### config.mk
export PLATFORM = sky130hd
export DESIGN_NAME = master
export DESIGN_NICKNAME = d
export VERILOG_FILES = /design/src/rtl/master.sv
export SDC_FILE = /design/constraint.sdc
export NUM_CORES = 1
export LEC_CHECK = 0
export ABC_AREA = 1
export CORE_ASPECT_RATIO = 1.5
export CORE_MARGIN = 2
export CORE_UTILIZATION = 25
export CTS_BUF_LIST = sky130_fd_sc_hd__clkbuf_8
export CTS_CLUSTER_DIAMETER = 150
export DETAILED_ROUTE_END_ITERATION = 16
export PLACE_DENSITY = 0.46
export SYNTH_ARGS = -nofsm -noshare
export SYNTH_HDL_FRONTEND = slang
export SYNTH_SLANG_ARGS = --single-unit
export TNS_END_PERCENT = 1
### constraint.sdc
create_clock -name clk -period 1.8 [get_ports clk]
set_input_delay 0.45 -clock clk [delete_from_list [all_inputs] [get_ports clk]]
set_output_delay 0.45 -clock clk [all_outputs]
set_load 0.03 [all_outputs]
### src/rtl/master.sv
// Single-byte I2C-style master: START, 7-bit address + R/W, ACK slot, one data byte, STOP.
// One bit spans two clk cycles; sclk toggles every clk while a byte or ACK is on the bus.
module master #(
  parameter logic [6:0] SLAVE_ADDR = 7'h2A
) (
  input  logic       clk,
  input  logic       rst,
  input  logic       rw,
  input  logic [7:0] data_in,
  output logic [7:0] data_out,
  output logic [2:0] state,
  output logic       sclk,
  input  logic       sda_in,
  output logic       sda_out
);

  typedef enum logic [2:0] {
    StIdle  = 3'd0,
    StAddr  = 3'd1,
    StWait  = 3'd2,
    StRead  = 3'd3,
    StWrite = 3'd4,
    StDone  = 3'd5
  } state_e;

  state_e     r_state;
  state_e     w_state_d;
  logic [3:0] r_bit;
  logic [3:0] w_bit_d;
  logic       r_sclk;
  logic       w_sclk_d;
  logic       r_sda;
  logic       w_sda_d;
  logic       r_rw;
  logic       w_rw_d;
  logic [7:0] r_data;
  logic [7:0] w_data_d;
  logic [7:0] r_tx;
  logic [7:0] w_tx_d;
  logic [7:0] r_rx;
  logic [7:0] w_rx_d;
  logic       w_rise;

  // sclk is currently low, so this clk edge is the one that drives it high.
  assign w_rise = ~r_sclk;

  always_ff @(posedge clk or posedge rst) begin
    if (rst) begin
      r_state <= StIdle;
      r_bit   <= '0;
    end else begin
      r_state <= w_state_d;
      r_bit   <= w_bit_d;
    end
  end

  always_comb begin
    w_state_d = r_state;
    unique case (r_state)
      StIdle:  if (r_bit == 4'd1) w_state_d = StAddr;
      StAddr:  if (w_rise && r_bit == 4'd7) w_state_d = StWait;
      StWait: begin
        if (w_rise) begin
          if (sda_in)    w_state_d = StDone;
          else if (r_rw) w_state_d = StRead;
          else           w_state_d = StWrite;
        end
      end
      StRead:  if (w_rise && r_bit == 4'd8) w_state_d = StDone;
      StWrite: if (w_rise && r_bit == 4'd8) w_state_d = StDone;
      StDone:  w_state_d = StDone;
      default: w_state_d = StIdle;
    endcase
  end

  // Bit counter restarts on every state change and advances on each sclk rise.
  always_comb begin
    w_bit_d = r_bit;
    if (w_state_d != r_state) begin
      w_bit_d = '0;
    end else begin
      unique case (r_state)
        StIdle:                      w_bit_d = 4'd1;
        StAddr, StWait, StRead, StWrite: begin
          if (w_rise) w_bit_d = r_bit + 4'd1;
        end
        StDone:  if (r_bit < 4'd2) w_bit_d = r_bit + 4'd1;
        default: w_bit_d = '0;
      endcase
    end
  end

  always_comb begin
    w_sclk_d = r_sclk;
    w_sda_d  = r_sda;
    w_rw_d   = r_rw;
    w_data_d = r_data;
    w_tx_d   = r_tx;
    w_rx_d   = r_rx;
    unique case (r_state)
      StIdle: begin
        w_sclk_d = 1'b1;
        w_sda_d  = 1'b1;
        if (r_bit == 4'd1) begin
          w_sda_d  = 1'b0;
          w_rw_d   = rw;
          w_data_d = data_in;
          w_tx_d   = {SLAVE_ADDR, rw};
        end
      end
      StAddr: begin
        w_sclk_d = ~r_sclk;
        if (w_rise) w_tx_d  = {r_tx[6:0], 1'b0};
        else        w_sda_d = r_tx[7];
      end
      StWait: begin
        w_sclk_d = ~r_sclk;
        if (w_rise) w_tx_d  = r_data;
        else        w_sda_d = 1'b1;
      end
      StRead: begin
        w_sclk_d = ~r_sclk;
        if (!w_rise)               w_sda_d = 1'b1;
        else if (r_bit < 4'd8)     w_rx_d  = {r_rx[6:0], sda_in};
      end
      StWrite: begin
        w_sclk_d = ~r_sclk;
        if (w_rise)                w_tx_d  = {r_tx[6:0], 1'b0};
        else if (r_bit < 4'd8)     w_sda_d = r_tx[7];
        else                       w_sda_d = 1'b1;
      end
      StDone: begin
        // Pull SDA low for one clk with SCLK high, then release it: the STOP edge.
        w_sclk_d = 1'b1;
        w_sda_d  = (r_bit != 4'd0);
      end
      default: begin
        w_sclk_d = 1'b1;
        w_sda_d  = 1'b1;
      end
    endcase
  end

  always_ff @(posedge clk or posedge rst) begin
    if (rst) begin
      r_sclk <= 1'b1;
      r_sda  <= 1'b1;
      r_rw   <= 1'b0;
      r_data <= '0;
      r_tx   <= '0;
      r_rx   <= '0;
    end else begin
      r_sclk <= w_sclk_d;
      r_sda  <= w_sda_d;
      r_rw   <= w_rw_d;
      r_data <= w_data_d;
      r_tx   <= w_tx_d;
      r_rx   <= w_rx_d;
    end
  end

  assign state    = r_state;
  assign sclk     = r_sclk;
  assign sda_out  = r_sda;
  assign data_out = r_rx;

endmodule

==> impl_metrics.env <==
export IMPL_clockBufferDepth=2
export IMPL_first_pass_iters=4
export IMPL_worstRegToRegCells=10
export IMPL_cts_root_buf="clkbuf_8"
export IMPL_cp_start_kind="flop"
export IMPL_crit_chain="clkdlybuf4s50_1"
export IMPL_postSynthCellCount=223
export IMPL_vias=1467
export IMPL_tritoncts="yes"
export IMPL_dieArea_mm2=0.00784
export IMPL_muxShareOfSynthArea=0.0316
export IMPL_clock_sinks=34
export IMPL_antenna_found_initial=0
export IMPL_post_cts_buffers=0
export IMPL_setup_viol=0
export IMPL_placed_cells=327
export IMPL_hold_path_class="input pin to asynchronous set/reset pin"
export IMPL_tightestPinTransition_ns=0.434
export IMPL_seq_area_frac_synth=0.479
export IMPL_grt_setup_unrepaired="no"
export IMPL_synth_simple_gate_area_frac=0.276
export IMPL_drt_iter0_markers=100
export IMPL_dieHeight_um=107
export IMPL_instances_no_fill=335
export IMPL_crit_required_ns=1.35
export IMPL_synth_area_mm2=0.00178
export IMPL_period_share=0.975
export IMPL_synth_warnings=0
export IMPL_maxSlewViolCount=0
export IMPL_drive_above_1_share=0.144
export IMPL_grt_pass1_wl_mm=7.16
export IMPL_finalPower_mw=3.63
export IMPL_hold_violations=0
export IMPL_r2r_slack_ns=0.19
export IMPL_dpl_worst_slack_ns=0.0965
export IMPL_wirelength_mm=4.18
export IMPL_ant_nets=0
export IMPL_slowest_stage="clkdlybuf4s50_1"
export IMPL_rows=37
export IMPL_gp_congestion=0.802
export IMPL_vias_per_cell=4.38
export IMPL_drc=0
export IMPL_fin_skew_ns=0.00550
export IMPL_avgSynthCellArea_um2=8.00
export IMPL_regArea_um2=853
export IMPL_max_cap_viol_count=0
export IMPL_path_max_fanout=2
export IMPL_peakVddDrop_mv=0.928
export IMPL_fillers=751
export IMPL_grt_usage=0.120
export IMPL_core_mm2=0.00690
export IMPL_ys_ff_latch=34
export IMPL_whs_ns=0.499
export IMPL_postCtsResizedCells=8
export IMPL_place_port_buffers=24
export IMPL_dpl_cell_area_mm2=0.00216
export IMPL_synth_top_family_by_area="simple AND/OR/NAND/NOR gates"
export IMPL_post_drt_wl_per_cell_um=12.5
export IMPL_reg2reg_to="r_bit[2]"
export IMPL_fin_util=0.332
export IMPL_start_util=0.258
export IMPL_ys_types=23
export IMPL_grt_max_degree=35
export IMPL_worst_path_largest_cell_delay_ns=0.67
export IMPL_fmax_mhz=570
export IMPL_diodes=0
export IMPL_reg2reg_from="state[1]"
export IMPL_die_width_um=73.0
export IMPL_synth_xor_area_frac=0
export IMPL_area_growth_syn_to_layout_pct=28.6
export IMPL_slew_headroom=0.710
export IMPL_ios=25
export IMPL_synthTopCellsByArea="dfrtp_1 (45%), nand2_1 (13%), inv_1 (5.9%)"
export IMPL_synth_compound_area_share=0.109
export IMPL_final_cell_area_mm2=0.00229
export IMPL_synth_top_area_cell="dfrtp_1"
export IMPL_hold_buffers=0
export IMPL_final_nets=271
export IMPL_status="finished clean"
export IMPL_powerDensity_mw_per_mm2=1580
export IMPL_tns_ns=0
export IMPL_clk_pin_slew_ns=0.08
export IMPL_critPathTopFamily="buffers and inverters"
export IMPL_clk_latency_ns=0.29
export IMPL_arrival_ns=1.31
export IMPL_first_global_vias=1464
export IMPL_fin_ws_ns=0.0449
export IMPL_htreeDepth=2
export IMPL_overflow=0
export IMPL_leakage_nw=1.19
export IMPL_path_class="flop to output port"
export IMPL_layout_min_cycle_time_ns=1.76
export IMPL_synthAdderAreaFrac=0.0211
export IMPL_hpwl_mm=3.26
export IMPL_syn_nets=238
export IMPL_multiInputGateArea_um2=781
export IMPL_yosys_area_top_type_share=0.449
export IMPL_crit_buf_inv=1
export IMPL_cts_buffers_inserted=5
export IMPL_endpoint_kind="output port"
==> worst max-delay path by stage <==
stage | from | to | depth (start not counted)
after detailed placement | sda_in | r_bit[0] | 10
after floorplan | state[1] | r_tx[4] | 10
after global placement | sda_in | r_bit[0] | 10
after global routing | state[1] | r_bit[1] | 9
final | data_out[5] | data_out[5] | 1
after CTS | data_out[6] | data_out[6] | 1
==> sequential cells by signal, summed over array words and instances (netlist names) <==
signal and cells:
r_tx 8, sda_out 1, state 3, r_rw 1, r_bit 4, sclk 1
r_data 8, data_out 8
==> layout by cell type (no fill, tap or decap), types with 3 or more instances in the layout <==
cell and count:
dfrtp_1 32, o21ai_0 20, dlymetal6s2s_1 3, nand2_1 61
nor2_1 24, ha_1 3, nand3_1 15, buf_4 4
inv_1 28, inv_2 3, clkdlybuf4s50_1 13, o22ai_1 3
mux2_2 5, dlygate4sd2_1 8, clkbuf_8 5, a21oi_1 8
o21ai_2 4
==> cells by family after synthesis <==
kind of cell	Yosys count
DFF	34
buffers and inverters	35
AOI/OAI and AO/OA	35
adders and majority gates	3
muxes	5
and+or+nand+nor	111
==> synth_stat cells <==
| cell type | n |
|---|---|
| a21oi_1 | 8 |
| buf_2 | 2 |
| buf_6 | 2 |
| dfrtp_1 | 32 |
| dfstp_2 | 2 |
| ha_1 | 3 |
| inv_1 | 28 |
| inv_2 | 3 |
| mux2_2 | 5 |
| nand2_1 | 61 |
| nand2_2 | 2 |
| nand2_4 | 2 |
| nand3_1 | 15 |
| nand3_4 | 1 |
| nand4_1 | 1 |
| nor2_1 | 24 |
| nor2_2 | 1 |
| nor2_4 | 2 |
| nor3_1 | 1 |
| o21ai_0 | 20 |
| o21ai_2 | 4 |
| o22ai_1 | 3 |
| or2_2 | 1 |
==> power by group <==
group	leakage, nW	switching, mW	internal, mW
registers	0.425	0.156	1.05
clock network	0.0683	0.312	0.555
logic	0.700	0.984	0.577
==> cell type report <==
cell class / count / share of cell area
tap: 78 / 0.0426
inverter: 31 / 0.0507
timing repair buffer: 30 / 0.134
clock inverter: 3 / 0.0300
multi-input combinational: 154 / 0.340
clock buffer: 5 / 0.0300
sequential: 34 / 0.372
==> metal layers <==
metal  part of all wire  GRT usage  vias to the layer above
met3              0.018     0.0225                        5
li1                   -          -                      771
met5                  0          0                        -
met1               0.42      0.136                      671
met2               0.55      0.218                       20
met4              0.014     0.0423                        0
Power figures use the tool's default switching activity.
